`config.mk`:
```
export PLATFORM = sky130hd
export DESIGN_NAME = knn_cluster1_mul_arb
export DESIGN_NICKNAME = d
export VERILOG_FILES = /design/src/rtl/knn_cluster1_mul_arb.sv
export SDC_FILE = /design/constraint.sdc
export NUM_CORES = 1
export LEC_CHECK = 0
export CELL_PAD_IN_SITES_DETAIL_PLACEMENT = 1
export CELL_PAD_IN_SITES_GLOBAL_PLACEMENT = 1
export CORE_AREA = 2 2 180 182
export CTS_CLUSTER_SIZE = 24
export DETAILED_ROUTE_END_ITERATION = 10
export DIE_AREA = 0 0 182 184
export GPL_TIMING_DRIVEN = 0
export PLACE_DENSITY_LB_ADDON = 0.15
export SLEW_MARGIN = 0
export SYNTH_ARGS = -nofsm -noshare
export SYNTH_HDL_FRONTEND = slang
export SYNTH_SLANG_ARGS = --single-unit
```
`constraint.sdc`:
```
create_clock -name ap_clk -period 7.9 [get_ports ap_clk]
set_input_delay 1.185 -clock ap_clk [delete_from_list [all_inputs] [get_ports ap_clk]]
set_output_delay 1.185 -clock ap_clk [all_outputs]
set_load 0.02 [all_outputs]
```
`src/rtl/knn_cluster1_mul_arb.sv`:
```
// -----------------------------------------------------------------------------
// knn_cluster1_mul_arb
//
// Purpose:
//   Shares one unsigned A_WIDTH x B_WIDTH multiplier among NUM_REQ requesters.
//   A round-robin arbiter accepts at most one operand pair per cycle and pushes
//   it through a LATENCY-stage registered multiply. The product returns to the
//   requester that issued it, in accept order, with a one-cycle one-hot strobe.
//
// Ports:
//   ap_clk     in   clock, rising edge
//   ap_rst     in   asynchronous active-high reset
//   req_valid  in   [NUM_REQ]          per-requester operand valid
//   req_ready  out  [NUM_REQ]          one-hot grant (transfer = valid & ready)
//   req_a      in   [NUM_REQ*A_WIDTH]  packed operand a, requester i at i*A_WIDTH
//   req_b      in   [NUM_REQ*B_WIDTH]  packed operand b, requester i at i*B_WIDTH
//   rsp_valid  out  [NUM_REQ]          one-hot result strobe to the originator
//   rsp_p      out  [P_WIDTH]          product; holds its last value when idle
//   busy       out                     any request pending or any stage occupied
// -----------------------------------------------------------------------------
module knn_cluster1_mul_arb #(
  parameter int NUM_REQ = 4,
  parameter int A_WIDTH = 17,
  parameter int B_WIDTH = 15,
  parameter int P_WIDTH = 32,
  parameter int LATENCY = 3
) (
  input  logic                       ap_clk,
  input  logic                       ap_rst,
  input  logic [NUM_REQ-1:0]         req_valid,
  output logic [NUM_REQ-1:0]         req_ready,
  input  logic [NUM_REQ*A_WIDTH-1:0] req_a,
  input  logic [NUM_REQ*B_WIDTH-1:0] req_b,
  output logic [NUM_REQ-1:0]         rsp_valid,
  output logic [P_WIDTH-1:0]         rsp_p,
  output logic                       busy
);

  localparam int IDX_W  = (NUM_REQ > 1) ? $clog2(NUM_REQ) : 1;
  localparam int FULL_W = A_WIDTH + B_WIDTH;
  // Stage that first holds the product: stage 1 when LATENCY is 1, else
  // stage 1 holds the operands and stage 2 holds the product.
  localparam int PS     = (LATENCY == 1) ? 1 : 2;
  localparam logic [IDX_W-1:0] LAST_RST = IDX_W'(NUM_REQ - 1);

  // Arbiter state and signals
  logic [IDX_W-1:0]   r_last_grant;
  logic [A_WIDTH-1:0] w_a [NUM_REQ];
  logic [B_WIDTH-1:0] w_b [NUM_REQ];
  logic               w_gnt_found;
  logic [IDX_W-1:0]   w_gnt_idx;
  logic [NUM_REQ-1:0] w_gnt_oh;
  logic               w_xfer;
  logic [A_WIDTH-1:0] w_sel_a;
  logic [B_WIDTH-1:0] w_sel_b;

  // Pipeline state
  logic               r_vld [1:LATENCY];
  logic [IDX_W-1:0]   r_tag [1:LATENCY];
  logic [P_WIDTH-1:0] r_p   [PS:LATENCY];
  logic [FULL_W-1:0]  w_full;
  logic [P_WIDTH-1:0] w_prod;
  logic               w_prod_en;
  logic               w_pipe_busy;

  // Unpack the flat operand buses so the grant index can select directly.
  genvar gi;
  generate
    for (gi = 0; gi < NUM_REQ; gi++) begin : g_unpack
      assign w_a[gi] = req_a[gi*A_WIDTH +: A_WIDTH];
      assign w_b[gi] = req_b[gi*B_WIDTH +: B_WIDTH];
    end
  endgenerate

  // Round-robin scan starting just after the last granted requester.
  always_comb begin
    int               w_cand;
    logic [IDX_W-1:0] w_cand_idx;
    w_gnt_found = 1'b0;
    w_gnt_idx   = '0;
    w_cand      = 0;
    w_cand_idx  = '0;
    for (int off = 1; off <= NUM_REQ; off++) begin
      w_cand     = (int'(r_last_grant) + off) % NUM_REQ;
      w_cand_idx = IDX_W'(w_cand);
      if (!w_gnt_found && req_valid[w_cand_idx]) begin
        w_gnt_found = 1'b1;
        w_gnt_idx   = w_cand_idx;
      end
    end
  end

  always_comb begin
    w_gnt_oh = '0;
    if (w_gnt_found) begin
      w_gnt_oh[w_gnt_idx] = 1'b1;
    end
  end

  // Grants are suppressed while reset is held, even though reset is async,
  // so no requester sees a handshake that the pipeline will not capture.
  assign w_xfer    = w_gnt_found & ~ap_rst;
  assign req_ready = ap_rst ? '0 : w_gnt_oh;
  assign w_sel_a   = w_a[w_gnt_idx];
  assign w_sel_b   = w_b[w_gnt_idx];

  // Pointer plus valid/tag chain. The tag only moves with a valid entry so
  // idle cycles do not disturb it.
  always_ff @(posedge ap_clk or posedge ap_rst) begin
    if (ap_rst) begin
      r_last_grant <= LAST_RST;
      for (int s = 1; s <= LATENCY; s++) begin
        r_vld[s] <= 1'b0;
        r_tag[s] <= '0;
      end
    end else begin
      if (w_xfer) begin
        r_last_grant <= w_gnt_idx;
        r_tag[1]     <= w_gnt_idx;
      end
      r_vld[1] <= w_xfer;
      for (int s = 2; s <= LATENCY; s++) begin
        r_vld[s] <= r_vld[s-1];
        if (r_vld[s-1]) begin
          r_tag[s] <= r_tag[s-1];
        end
      end
    end
  end

  // Multiply source: the live granted operands when the product must be
  // registered in stage 1, otherwise the stage-1 operand registers.
  generate
    if (LATENCY == 1) begin : g_lat1
      assign w_full    = FULL_W'(w_sel_a) * FULL_W'(w_sel_b);
      assign w_prod_en = w_xfer;
    end else begin : g_latn
      logic [A_WIDTH-1:0] r_a;
      logic [B_WIDTH-1:0] r_b;

      always_ff @(posedge ap_clk or posedge ap_rst) begin
        if (ap_rst) begin
          r_a <= '0;
          r_b <= '0;
        end else if (w_xfer) begin
          r_a <= w_sel_a;
          r_b <= w_sel_b;
        end
      end

      assign w_full    = FULL_W'(r_a) * FULL_W'(r_b);
      assign w_prod_en = r_vld[1];
    end
  endgenerate

  // Truncates or zero-extends the full-width product to P_WIDTH.
  assign w_prod = P_WIDTH'(w_full);

  // Product data registers only load behind a valid entry, which makes the
  // last stage hold the most recent product between responses.
  always_ff @(posedge ap_clk or posedge ap_rst) begin
    if (ap_rst) begin
      for (int s = PS; s <= LATENCY; s++) begin
        r_p[s] <= '0;
      end
    end else begin
      if (w_prod_en) begin
        r_p[PS] <= w_prod;
      end
      for (int s = PS + 1; s <= LATENCY; s++) begin
        if (r_vld[s-1]) begin
          r_p[s] <= r_p[s-1];
        end
      end
    end
  end

  always_comb begin
    rsp_valid = '0;
    if (r_vld[LATENCY]) begin
      rsp_valid[r_tag[LATENCY]] = 1'b1;
    end
  end

  assign rsp_p = r_p[LATENCY];

  always_comb begin
    w_pipe_busy = 1'b0;
    for (int s = 1; s <= LATENCY; s++) begin
      w_pipe_busy = w_pipe_busy | r_vld[s];
    end
  end

  assign busy = (|req_valid) | w_pipe_busy;

endmodule
```
==> flow_summary_export.csv <==
group,metric,value,unit
sta,finalCriticalPeriod,6.96,ns
yosys,synth_nets,1923,
setup_path,rr_worst_depth,21,
yosys,syn_inst,1500,
yosys,yosysSeqAreaShare,19.2,%
place,dp_hpwl,36.1,mm
global_route,grt_pass1_wl,70.8,mm
die,core_area,0.0314,sq mm
hold_path,hold_start,"r_vld[1]",
sta,timing.final.ws_setup,0.942,ns
yosys,synth_top_area_cell,"fa_1",
setup_path,regToRegEndpoint,"r_p[57]",
die,dieArea,0.0335,sq mm
die,die_h,184,microns
yosys,yosys-top-cells-count,"inv_1 (228), fa_1 (193), nand2_1 (185)",
sta,finalHoldViolCount,0,
sta,clock_skew,0.0136,ns
cts,cts_hold_buf,0,
yosys,synth_edf_count,0,
global_route,grt_start_max_net_pins,70,
die,row_count,65,
place,numPortBuffers,174,
route,antenna_left,0,
yosys,async_flop_share,100,%
sta,setup_viol,0,
die,die_x,182,microns
setup_path,critPathKind,"flop to flop",
sta,tightest_slew,0.939,ns
sta,timing.hold.ws,0.410,ns
setup_path,critical_path.max_fanout,10,
yosys,ys.flop_type,"dfrtp_1",
finish,nNetsFinal,2109,
setup_path,worstPathCellList,"clkbuf_1 -> and2_1 -> fa_1 -> inv_1 -> fa_1 -> inv_1 -> fa_1 -> inv_1 -> fa_1 -> inv_1 -> fa_1 -> inv_1 -> fa_1 -> inv_1 -> ha_1 -> a21oi_1 -> o211ai_1 -> a221oi_1 -> o221ai_1 -> xor2_1 -> mux2_2",
yosys,synth_seq_cells,107,
route,drt_iter0_markers,617,
yosys,syn_avg_cell_area,9.30,sq um
hold_path,hp-class,"flop to flop",
place,routabilityCongestion,0.946,
setup_path,reg2reg_setup_slack,0.94,ns
cts,clock-sinks,107,
hold_path,holdPathEnd,"r_vld[0]",
yosys,synth_area_leaders,"fa_1 (28%), dfrtp_1 (19%), ha_1 (8.6%)",
finish,finalInstanceArea,0.0165,sq mm
route,route.detailed.drc,0,
place,dpl_cell_area,0.0162,sq mm
route,routed_wl,43.9,mm
yosys,synth.most_common_cell,"inv_1",
sta,rsz0062_at_grt,"no",
finish,drive_gt1_share,8.16,%
cts,cts_setup_buffers,0,
sta,slew_violations,0,
global_route,antenna_found_initial,0,
sta,fin_crit_sh,88.1,%
setup_path,cp_slowest_cell,"a221oi_1",
route,dr.pass1.iters,5,
hold_path,hold-path-cell-count,0,
setup_path,arrival,7.21,ns
finish,diodes,0,
setup_path,endpoint_kind,"flop",
global_route,gr-usage-all-layers,27.7,%
cts,numCtsBuffers,9,
die,io_pins,175,
route,wl_per_cell,21.0,microns
cts,clk_path_buf_depth,2,
sta,fin_tns_setup,0,ns
setup_path,critPathLaunchType,"flop",
cts,cts_root_buf,"clkbuf_16",
yosys,netlist_area,0.0140,sq mm
die,start_util,44.4,%
sta,relSlewSlack,36.8,%
setup_path,r2r_start,"g_latn.r_b[0]",
place,pre_cts_ws,1.04,ns
yosys,synth_top_area_share,27.7,%
sta,fmax,0.144,GHz
setup_path,max_stage_delay,0.69,ns
cts,cts_tree,"yes",
global_route,grt_pass1_vias,13000,
route,vias,11500,
yosys,ys_types,59,
cts,clkTransAtPathRegs,0.07,ns
cts,clock_latency,0.37,ns
status,status,"complete, no violations",
setup_path,cp.required,8.15,ns
cts,ctsHtreeMaxLevel,3,
flow_run,maxCapViolCount,0,
cts,post_cts_resized,0,
yosys,synth_warnings,0,
finish,area_growth,18.4,%
global_route,grt-ovfl-total,0,
route,viasPerCell,5.48,
[registers in the layout, summed over array words and instances, names as in the netlist]
signal,flops
r_p,32
rsp_p,32
g_latn.r_a,17
g_latn.r_b,15
r_tag,6
r_last_grant,2
r_vld,2
w_prod_en,1
[critical path: cells and delay by family, from the launching register on]
| family | cells | cell delay [ns] |
|---|---|---|
| adders and majority gates | 7 | 2.99 |
| buffers and inverters | 7 | 1.03 |
| and+or+nand+nor | 1 | 0.26 |
| DFF | 1 | 0.62 |
| muxes | 1 | 0.27 |
| AOI/OAI and AO/OA | 4 | 1.47 |
| xor gates and xnor gates | 1 | 0.20 |
[placed cells by master (no fill, tap or decap), drive strengths merged, types with 4 or more instances in the layout]
cell type,instances
nor3,13
dfrtp,105
a21oi,40
xnor2,11
o21ai,25
fa,193
nor2,27
o31ai,37
clkdlybuf4s50,174
o311ai,4
nand2,185
a21o,9
ha,96
xor2,8
o211ai,6
nand3,10
buf,52
inv,228
a211oi,73
and2,146
clkbuf,73
nand4,7
mux2,55
nor2b,65
[routing by layer]
metal	GRT usage [%]	wire length, microns
met5	0	0
met4	9.03	1420
met3	3.11	2130
met2	50.8	22700
met1	34.1	17600
[cells by family (layout without fill, tap and decap cells)]
| kind of cell | after synthesis | in the layout | share of synthesized area (%) |
|---|---|---|---|
| buffers and inverters | 342 | 533 | 10.6 |
| multiplexers | 56 | 56 | 4.51 |
| AO/OA/AOI/OAI | 218 | 218 | 11.1 |
| AND/OR/NAND/NOR | 469 | 469 | 17.1 |
| XOR/XNOR | 19 | 19 | 1.19 |
| adder cells (fa/ha/maj) | 289 | 289 | 36.3 |
| flip-flops | 107 | 107 | 19.2 |
[how the worst max path moves through the flow]
stage,startpoint,cells past startpoint,endpoint
after floorplan,g_latn.r_b[6],19,r_p[54]
after global placement,g_latn.r_b[0],21,r_p[57]
after detailed placement,g_latn.r_b[5],21,r_p[57]
after CTS,g_latn.r_b[5],21,r_p[57]
after global routing,g_latn.r_b[0],21,r_p[53]
final,g_latn.r_b[0],21,r_p[57]
[cell type report]
type,count,area [sq um]
repair buffers,175,1770
plain buffers,113,622
inverters,229,862
well taps,402,503
fillers,3620,14900
clock buffers,11,233
multi-input cells,1051,9790
clock inverters,5,55.1
flip-flops and latches,107,2680
[per-stage QoR]
stage,std cells,utilization (%)
6_report,2093,52.6
5_1_grt,2093,52.6
4_1_cts,2093,52.6
3_5_place_dp,2077,51.7
3_3_place_gp,2076,51.6
2_1_floorplan,1500,-
Power is left out: the tool's default activity adds up to more than one toggle a clock period on the data nets, which glitch-free logic cannot reach.
